<file path="src/rtl/axil_gfi_fifo_kopru.sv">
// AXI4-Lite slave bridging the CPU bus to a coprocessor's GFA komut/veri ports.
// Command FIFO is filled by AXI writes to 0x0; the data FIFO is drained by AXI
// reads of 0x0; 0x4 reads a status word; every other access gets SLVERR.
`timescale 1ns/1ps
module axil_gfi_fifo_kopru #(
    parameter int         ADRES_BIT  = 32,
    parameter int         VERI_BIT   = 32,
    parameter int         KOMUT_DER  = 4,
    parameter int         VERI_DER   = 4,
    parameter logic [7:0] STRB_DOLGU = 8'hFF
) (
    input  logic                    ACLK,
    input  logic                    ARESETn,
    input  logic [ADRES_BIT-1:0]    AWADDR,
    input  logic [2:0]              AWPROT,
    input  logic                    AWVALID,
    output logic                    AWREADY,
    input  logic [VERI_BIT-1:0]     WDATA,
    input  logic [VERI_BIT/8-1:0]   WSTRB,
    input  logic                    WVALID,
    output logic                    WREADY,
    output logic                    BVALID,
    output logic [1:0]              BRESP,
    input  logic                    BREADY,
    input  logic [ADRES_BIT-1:0]    ARADDR,
    input  logic [2:0]              ARPROT,
    input  logic                    ARVALID,
    output logic                    ARREADY,
    output logic [VERI_BIT-1:0]     RDATA,
    output logic [1:0]              RRESP,
    output logic                    RVALID,
    input  logic                    RREADY,
    output logic [VERI_BIT-1:0]     komut,
    output logic                    komut_gecerli,
    input  logic                    komut_hazir,
    input  logic [VERI_BIT-1:0]     veri,
    input  logic                    veri_gecerli,
    output logic                    veri_hazir
);

    localparam int unsigned     NB     = VERI_BIT / 8;
    localparam int              KPW    = (KOMUT_DER > 1) ? $clog2(KOMUT_DER) : 1;
    localparam int              VPW    = (VERI_DER > 1) ? $clog2(VERI_DER) : 1;
    localparam logic [7:0]      K_DER8 = 8'(KOMUT_DER);
    localparam logic [7:0]      V_DER8 = 8'(VERI_DER);
    localparam logic [KPW-1:0]  K_SON  = KPW'(KOMUT_DER - 1);
    localparam logic [VPW-1:0]  V_SON  = VPW'(VERI_DER - 1);

    // Write-side holding registers
    logic                   aw_tutuldu, w_tutuldu;
    logic [1:0]             aw_adr;
    logic [VERI_BIT-1:0]    w_veri;
    logic [NB-1:0]          w_strb;
    logic [VERI_BIT-1:0]    k_birlesik;

    // FIFO storage and bookkeeping
    logic [VERI_BIT-1:0]    k_mem [KOMUT_DER];
    logic [VERI_BIT-1:0]    v_mem [VERI_DER];
    logic [KPW-1:0]         k_yaz, k_oku;
    logic [VPW-1:0]         v_yaz, v_oku;
    logic [7:0]             k_say, v_say;

    logic aw_hs, w_hs, ar_hs, yaz_hazir;
    logic k_push, k_pop, v_push, v_pop, k_dolu, v_bos, v_dolu;
    logic [31:0] durum;

    // AWPROT/ARPROT and undecoded address bits carry no meaning here
    logic unused_ok;
    assign unused_ok = ^{AWPROT, ARPROT, AWADDR[ADRES_BIT-1:4], AWADDR[1:0],
                         ARADDR[ADRES_BIT-1:4], ARADDR[1:0]};

    assign AWREADY       = ARESETn & ~aw_tutuldu & ~BVALID;
    assign WREADY        = ARESETn & ~w_tutuldu & ~BVALID;
    assign ARREADY       = ARESETn & ~RVALID;
    assign aw_hs         = AWVALID & AWREADY;
    assign w_hs          = WVALID & WREADY;
    assign ar_hs         = ARVALID & ARREADY;

    assign k_dolu        = (k_say == K_DER8);
    assign v_bos         = (v_say == 8'd0);
    assign v_dolu        = (v_say == V_DER8);
    assign komut_gecerli = (k_say != 8'd0);
    assign komut         = komut_gecerli ? k_mem[k_oku] : '0;
    assign veri_hazir    = ARESETn & ~v_dolu;

    assign yaz_hazir     = aw_tutuldu & w_tutuldu & ~BVALID;
    assign k_push        = yaz_hazir & (aw_adr == 2'd0) & ~k_dolu;
    assign k_pop         = komut_gecerli & komut_hazir;
    assign v_push        = veri_gecerli & veri_hazir;
    assign v_pop         = ar_hs & (ARADDR[3:2] == 2'd0) & ~v_bos;

    assign durum         = {14'd0, v_bos, k_dolu, v_say, k_say};

    // Byte lanes without a strobe are replaced by the fill byte
    always_comb begin
        k_birlesik = '0;
        for (int unsigned i = 0; i < NB; i++)
            k_birlesik[i*8 +: 8] = w_strb[i] ? w_veri[i*8 +: 8] : STRB_DOLGU;
    end

    // AW/W capture, push decision and B response
    always_ff @(posedge ACLK or negedge ARESETn) begin
        if (!ARESETn) begin
            aw_tutuldu <= 1'b0;
            w_tutuldu  <= 1'b0;
            aw_adr     <= '0;
            w_veri     <= '0;
            w_strb     <= '0;
            BVALID     <= 1'b0;
            BRESP      <= 2'b00;
        end else begin
            if (aw_hs) begin
                aw_tutuldu <= 1'b1;
                aw_adr     <= AWADDR[3:2];
            end
            if (w_hs) begin
                w_tutuldu <= 1'b1;
                w_veri    <= WDATA;
                w_strb    <= WSTRB;
            end
            if (yaz_hazir) begin
                if (aw_adr != 2'd0) begin
                    BVALID <= 1'b1;
                    BRESP  <= 2'b10;
                end else if (!k_dolu) begin
                    BVALID <= 1'b1;
                    BRESP  <= 2'b00;
                end
            end else if (BVALID && BREADY) begin
                BVALID     <= 1'b0;
                aw_tutuldu <= 1'b0;
                w_tutuldu  <= 1'b0;
            end
        end
    end

    // AR decode and R response held until RREADY
    always_ff @(posedge ACLK or negedge ARESETn) begin
        if (!ARESETn) begin
            RVALID <= 1'b0;
            RDATA  <= '0;
            RRESP  <= 2'b00;
        end else if (ar_hs) begin
            RVALID <= 1'b1;
            case (ARADDR[3:2])
                2'd0: begin
                    if (!v_bos) begin
                        RDATA <= v_mem[v_oku];
                        RRESP <= 2'b00;
                    end else begin
                        RDATA <= '0;
                        RRESP <= 2'b10;
                    end
                end
                2'd1: begin
                    RDATA <= VERI_BIT'(durum);
                    RRESP <= 2'b00;
                end
                default: begin
                    RDATA <= '0;
                    RRESP <= 2'b10;
                end
            endcase
        end else if (RVALID && RREADY) begin
            RVALID <= 1'b0;
        end
    end

    // Command FIFO storage
    always_ff @(posedge ACLK) begin
        if (k_push) k_mem[k_yaz] <= k_birlesik;
    end

    // Command FIFO pointers and occupancy
    always_ff @(posedge ACLK or negedge ARESETn) begin
        if (!ARESETn) begin
            k_yaz <= '0;
            k_oku <= '0;
            k_say <= '0;
        end else begin
            if (k_push) k_yaz <= (k_yaz == K_SON) ? '0 : k_yaz + 1'b1;
            if (k_pop)  k_oku <= (k_oku == K_SON) ? '0 : k_oku + 1'b1;
            if (k_push && !k_pop)      k_say <= k_say + 8'd1;
            else if (!k_push && k_pop) k_say <= k_say - 8'd1;
        end
    end

    // Data FIFO storage
    always_ff @(posedge ACLK) begin
        if (v_push) v_mem[v_yaz] <= veri;
    end

    // Data FIFO pointers and occupancy
    always_ff @(posedge ACLK or negedge ARESETn) begin
        if (!ARESETn) begin
            v_yaz <= '0;
            v_oku <= '0;
            v_say <= '0;
        end else begin
            if (v_push) v_yaz <= (v_yaz == V_SON) ? '0 : v_yaz + 1'b1;
            if (v_pop)  v_oku <= (v_oku == V_SON) ? '0 : v_oku + 1'b1;
            if (v_push && !v_pop)      v_say <= v_say + 8'd1;
            else if (!v_push && v_pop) v_say <= v_say - 8'd1;
        end
    end

endmodule

</file>
<file path="config.mk">
export PLATFORM = sky130hd
export DESIGN_NAME = axil_gfi_fifo_kopru
export DESIGN_NICKNAME = d
export VERILOG_FILES = /design/src/rtl/axil_gfi_fifo_kopru.sv
export SDC_FILE = /design/constraint.sdc
export NUM_CORES = 1
export LEC_CHECK = 0
export ABC_CLOCK_PERIOD_IN_PS = 3640
export CORE_UTILIZATION = 40
export CTS_CLUSTER_SIZE = 30
export DETAILED_ROUTE_END_ITERATION = 6
export GPL_ROUTABILITY_DRIVEN = 0
export PLACE_DENSITY = 0.61
export SETUP_SLACK_MARGIN = 0.1
export SYNTH_ARGS = -nofsm -noshare
export SYNTH_HDL_FRONTEND = slang
export SYNTH_SLANG_ARGS = --single-unit
</file>
<file path="constraint.sdc">
create_clock -name ACLK -period 3.64 [get_ports ACLK]
set_input_delay 0.728 -clock ACLK [delete_from_list [all_inputs] [get_ports ACLK]]
set_output_delay 0.728 -clock ACLK [all_outputs]
set_load 0.05 [all_outputs]
</file>
==> metrics.cfg, run 1 <==
[synth]
syn_avg_cell_area_um2 = 17.5
synth-seq-cells = 356
synth-edff-count = 256
synth_largest_area_cell = edfxtp_1
async_reset_ff_share_pct = 28.1
synthCells = 827
yosys_most_used_dff = edfxtp_1
netlist.area_leader.share_pct = 53.0
syn-cell-area_um2 = 14500
ys_seq_area_share_pct = 70.2
post_synth_num_cell_types = 61
synth_area_leaders = edfxtp_1 53%, dfrtp_1 17%, mux4_2 9.9%
yosys_warnings = 0

[power_and_ir_drop]
fin_total_pwr_mw = 14.7
p_per_area_nw_per_um2 = 822
p_leak_nw = 6.41
irDropWorstVdd_v = 0.000424
p_clk_share_pct = 25.6
seq_power_share_pct = 40.0
p_switching_mw = 4.99
switching_share_pct = 34.1
p_int_mw = 9.66
combinationalPowerShare_pct = 34.4

[clock_network]
cts_tree = built
cts_buffers = 40
root_buffer = clkbuf_16
cts_sinks = 356
insertion_delay_ns = 0.53
cts-resized-gates = 0
clk_pin_slew_worst_paths_ns = 0.06
cts_max_path_buffers = 3
cts_setup_buffers = 0
ctsHtreeMaxLevel = 2
hold_buffers = 0

[critical_path]
path_delay_family = compound AO/OA/AOI/OAI gates
critPathArrivalTime_ns = 3.69
slowest_delay_ns = 0.45
r2r_setup_slack_ns = 0.41
crit_chain = nor4_2 -> a31oi_1 -> and2_1 -> ha_1 -> inv_1 -> ha_1 -> a211oi_1 -> o21bai_1 -> a2111oi_0 -> nand3b_1
cpMostUsedCell = ha_1
timing.critical_path.buf_inv = 1
endpoint_kind = flop
critical_path_class = flop to flop
critical_path.max_fanout = 8
startpoint_type = flop
required_ns = 4.11
cpMaxStageDelayCell = nor4_2

[timing]
worst-slew-pin-transition_ns = 0.896
finClkSkew_ns = 0.0164
finalCriticalPeriod_ns = 3.23
hold_viol = 0
max_slew_margin_pct = 40.3
clock.fmax_ghz = 0.310
finalSetupTns_ns = 0
rsz0062_at_grt = no
slew_viol_final = 0
fin_crit_sh_pct = 88.7
setup_viol = 0

[route]
wl_mm = 29.7
dr.pass1.iters = 7
detail_route.iter0.violations = 338
drc = 42
drtAntennaViolNets = 0
post_drt_wl_per_cell_um = 19.7
vias = 7718
vias_per_cell = 5.12

[final_layout]
stdcell_area_um2 = 17800
area_growth_pct = 22.9
fin_nets = 1191
utilization_pct = 50.0
drive_gt1_share_pct = 21.2

[placed_design]
dpl_cell_area_um2 = 16600
portBuffers = 153
hpwl_mm = 18.6

[floorplan]
dieWidth_um = 192
die-area_um2 = 37000
core_um2 = 35700
ios = 222
initial_utilization_pct = 40.7
row_count = 69
die_h_um = 192

[run_status]
violations = design-rule violations
status = finished, violations left

[min_path]
hp-class = input pin to asynchronous set/reset pin

[global_route]
first_global_vias = 8297
grt_pass1_wl_mm = 46.4
grt_max_degree = 49
grt_remaining_overflow = 0
grt_usage_pct = 16.6
antenna_found_initial = 2

[run]
maxCapViolations = 0

==> final cells by class <==
cell class | count | area (um2)
fillers | 2999 | 17800
flip-flops and latches | 356 | 10200
multi-input cells | 418 | 4090
repair buffers | 185 | 1690
clock buffers | 54 | 1080
well taps | 461 | 577
clock inverters | 16 | 131
inverters | 16 | 60.1
diodes | 2 | 5.00
==> worst reg2reg max path: stages (launching register included) <==
cell       delay, ns
dfrtp_1         0.42
nor4_2          0.45
a31oi_1         0.17
and2_1          0.22
ha_1            0.25
inv_1           0.25
ha_1            0.30
a211oi_1        0.41
o21bai_1        0.16
a2111oi_0       0.37
nand3b_1        0.15
==> registers in the layout (all words and copies together) (netlist names) <==
register    count
k_say           8
v_mem         128
BVALID          1
aw_tutuldu      1
w_veri         32
aw_adr          2
v_say           8
k_oku           2
k_yaz           2
v_oku           2
BRESP           1
v_yaz           2
w_tutuldu       1
RDATA          32
w_strb          4
RRESP           1
RVALID          1
k_mem         128
==> synthesized netlist by cell type (all sizes together), types with 2 or more instances <==
| cell | n |
|---|---|
| edfxtp | 256 |
| dfrtp | 100 |
| mux4 | 64 |
| nand2 | 48 |
| mux2 | 46 |
| and2 | 40 |
| nand2b | 35 |
| ha | 25 |
| buf | 21 |
| clkbuf | 17 |
| inv | 16 |
| nor2 | 16 |
| a22o | 14 |
| a22oi | 14 |
| o21ai | 13 |
| a21oi | 12 |
| nand3 | 11 |
| nand3b | 7 |
| nor3 | 7 |
| o211ai | 6 |
| and3 | 5 |
| nor3b | 5 |
| xnor2 | 5 |
| a2111oi | 3 |
| a211oi | 3 |
| a21o | 3 |
| nor2b | 3 |
| o21a | 3 |
| o2bb2ai | 3 |
| o31ai | 3 |
| a311oi | 2 |
| fa | 2 |
| nand4 | 2 |
| nor4 | 2 |
| o21bai | 2 |
==> power by group through the flow <==
stage	logic (mW)	registers [mW]	clock network, mW
after CTS	5.12	5.88	3.87
after global placement	5.02	5.93	0
after floorplan	3.42	6.06	0
after detailed placement	5.10	5.95	0
final	5.04	5.86	3.76
after global routing	5.48	5.97	4.02
==> metrics by stage <==
stage	hold WS [ns]	worst slack [ns]	instances
after floorplan	0.432	0.474	828
after global placement	0.461	0.196	1436
after detailed placement	0.466	0.175	1436
after CTS	0.262	0.350	1506
after global routing	0.265	0.104	1506
final	0.255	0.413	1508
==> metal layers <==
metal  track usage [%]  routed length, um  vias up
met4              5.66                760        2
li1                  -                  -     3573
met2              28.4              14600      168
met3              4.44               1740       54
met1              20.2              12500     3921
met5                 0                 13        -
==> cells by family (layout without fill, tap and decap cells) <==
family | count (synthesis) | in the layout | synth area share (%)
AO/OA/AOI/OAI | 88 | 88 | 4.49
XOR/XNOR | 6 | 6 | 0.362
adder cells (fa/ha/maj) | 27 | 27 | 2.43
buffers and inverters | 54 | 271 | 1.70
flip-flops | 356 | 356 | 70.2
multiplexers | 110 | 110 | 13.6
other | 1 | 4 | 0.0258
AND/OR/NAND/NOR | 185 | 185 | 7.22
==> path summary, 6_finish.rpt <==
path                           start         to  cells after the start
max reg2reg                 k_say[3]   k_say[5]                     10
max in group asynchronous    ARESETn   v_oku[0]                      4
min reg2reg                w_veri[4]  w_veri[4]                      1
max                         k_say[3]   k_say[5]                     10
min                          ARESETn     RVALID                      2
min in group ACLK          w_veri[4]  w_veri[4]                      1
==> cells in the final DEF (no fill, tap or decap), drive strengths merged, types with 25 or more instances in the layout <==
| cell | count |
|---|---|
| and2 | 40 |
| buf | 69 |
| clkbuf | 54 |
| clkdlybuf4s50 | 116 |
| dfrtp | 100 |
| edfxtp | 256 |
| ha | 25 |
| mux2 | 46 |
| mux4 | 64 |
| nand2 | 48 |
| nand2b | 35 |
No activity file was read; power rests on OpenSTA's default activity.
==> run 2: changes to the inputs <==
--- a/config.mk
+++ b/config.mk
@@ -11,6 +11,7 @@
 export DETAILED_ROUTE_END_ITERATION = 6
 export GPL_ROUTABILITY_DRIVEN = 0
 export PLACE_DENSITY = 0.61
+export REMOVE_ABC_BUFFERS = 1
 export SETUP_SLACK_MARGIN = 0.1
 export SYNTH_ARGS = -nofsm -noshare
 export SYNTH_HDL_FRONTEND = slang
==> constraint.sdc (replaced) <==
create_clock -name ACLK -period 3.64 [get_ports ACLK]
set_input_delay 0.728 -clock ACLK [delete_from_list [all_inputs] [get_ports ACLK]]
set_output_delay 0.728 -clock ACLK [all_outputs]
set_load 0.02 [all_outputs]
==> run 2 against run 1 <==
Compared with the run above: sequential power grew 3%; clock skew grew 0.0033 ns; core utilization rose by 0.58 points; largest cell class unchanged; first-iteration DRC count increased by 4.7%; flip-flop and latch count is the same; the run still ends with design-rule violations left; via count rose by 0.80%; critical path type is now flop to output port; clock-buffer cell count down 1.
==> metrics.cfg, run 2 (synthesized netlist as in run 1, its figures left out) <==
[final_layout]
nFillCells = 2993  ; -0.20%
final_common_cell = edfxtp_1
utilization_pct = 50.6  ; +0.58 points
layout_common_cells = 256 x edfxtp_1, 152 x clkdlybuf4s50_1, 97 x dfrtp_1
drive_gt1_share_pct = 17.8  ; -3.4 points
top_regs = k_mem x128, v_mem x128
area_growth_pct = 24.3
multi_input_area_um2 = 4100  ; +0.21%
fin_nets = 1183  ; -0.67%
regArea_um2 = 10200  ; about the same

[clock_network]
cts_max_path_buffers = 3  ; unchanged
cts-resized-gates = 0  ; unchanged
cts_tree = built
cts_buffers = 39  ; -2.5%
insertion_delay_ns = 0.52  ; about the same
hold_buffers = 0  ; unchanged
clk_pin_slew_worst_paths_ns = 0.06  ; about the same
cts_sinks = 356  ; unchanged
root_buffer = clkbuf_16
ctsHtreeMaxLevel = 2  ; unchanged
cts_setup_buffers = 0  ; unchanged

[timing]
slew_viol_final = 0  ; unchanged
rsz0062_at_grt = no
worst-slew-pin-transition_ns = 0.994  ; +0.0977 ns
finalSetupTns_ns = 0  ; unchanged
setup_viol = 0  ; unchanged
hold_viol = 0  ; unchanged
clock.fmax_ghz = 0.300  ; -3.2%
fin_crit_sh_pct = 91.6  ; +2.9 points
max_slew_margin_pct = 33.8  ; -6.5 points
finalCriticalPeriod_ns = 3.33  ; +0.106 ns
holdWs_ns = 0.318  ; +0.0632 ns
finClkSkew_ns = 0.0197  ; +0.00332 ns

[critical_path]
crit_chain = buf_4 -> mux4_2 -> and2_1 -> clkdlybuf4s50_1
required_ns = 2.91  ; -1.20 ns
critical_path.max_fanout = 14  ; +6
r2r-end = k_say[5]
startpoint_type = flop
slowest_delay_ns = 0.61  ; +0.16 ns
r2r_setup_slack_ns = 0.46  ; +0.05 ns
cpMaxStageDelayCell = dfrtp_4
critical_path_class = flop to output port
endpoint_kind = output port
critPathArrivalTime_ns = 2.60  ; -1.09 ns
r2r-start = k_say[3]
reg2regPathDepth = 10  ; unchanged
critPathLaunch = k_oku[0]
endpoint = komut[21]

[route]
post_drt_wl_per_cell_um = 19.9  ; +0.88%
wl_mm = 29.8  ; +0.35%
detail_route.iter0.violations = 354  ; +4.7%
vias = 7780  ; +0.80%
drc = 46  ; +9.5%
vias_per_cell = 5.19  ; +1.3%
dr.pass1.iters = 6  ; -1
drtAntennaViolNets = 0  ; unchanged

[power_and_ir_drop]
fin_total_pwr_mw = 14.3  ; -2.7%
p_leak_nw = 6.42  ; about the same
p_per_area_nw_per_um2 = 791  ; -3.8%
irDropWorstVdd_v = 0.000464  ; +9.5%

[placed_design]
hpwl_mm = 18.3  ; -1.7%
portBuffers = 153  ; unchanged

[run_status]
status = finished, violations left
violations = design-rule violations

[global_route]
first_global_vias = 8264  ; -0.40%
antenna_found_initial = 1  ; -1
grt_pass1_wl_mm = 46.7  ; +0.58%
grt_remaining_overflow = 0  ; unchanged
grt_max_degree = 40  ; -18%
grt_usage_pct = 16.7  ; +0.10 points

[floorplan]
dieWidth_um = 192  ; unchanged
ios = 222  ; unchanged
die-area_um2 = 37000  ; unchanged
core_um2 = 35700  ; unchanged
row_count = 69  ; unchanged
die_h_um = 192  ; unchanged
initial_utilization_pct = 40.7  ; unchanged

[run]
maxCapViolations = 0  ; unchanged

[min_path]
hp-class = input pin to asynchronous set/reset pin

## run 2: power by group
part / total (mW) / switching (mW) / leakage (nW) / internal (mW)
Combinational: 4.21 / 1.97 / 2.24 / 2.24
Clock: 4.05 / 1.52 / 0.652 / 2.52
Sequential: 6.01 / 0.717 / 3.53 / 5.29
Total: 14.3 / 4.21 / 6.42 / 10.1
## run 2: worst max-delay path: cells and delay by family, from the launching register on
kind	cells	cell delay [ns]
AND/OR/NAND/NOR	1	0.18
multiplexers	1	0.51
flip-flops	1	0.61
buffers and inverters	2	0.78
## run 2: layout make-up
cell class	instances	area share, %
Timing Repair Buffer	178	9.86
Tap cell	461	3.20
Clock buffer	53	6.05
Antenna cell	1	0.0139
Clock inverter	17	1.30
Inverter	16	0.333
Sequential cell	356	56.5
Multi-Input combinational cell	418	22.7
## run 2: layer usage
layer	vias up	global-route usage [%]	routed length (um)
li1	3571	-	-
met1	3995	21.5	12900
met2	167	28.2	14600
met3	45	4.09	1770
met4	2	4.30	529
met5	-	0	11
## run 2: worst min path at each step
stage / start / endpoint / slack (ns)
global route: ARESETn / RRESP[1] / 0.33
finish: ARESETn / RDATA[6] / 0.32
detailed placement: w_veri[9] / w_veri[9] / 0.47
global placement: w_veri[14] / w_veri[14] / 0.46
CTS: ARESETn / RDATA[17] / 0.33
floorplan: ARESETn / BRESP[1] / 0.43
## run 2: metrics by stage
stage               setup WS (ns)  std cells  area, um2
global placement            0.107       1429      16700
finish                      0.307       1500      18000
CTS                         0.130       1499      18000
detailed placement         0.0928       1429      16700
global route                0.176       1499      18000
floorplan                  -0.650        790      14300
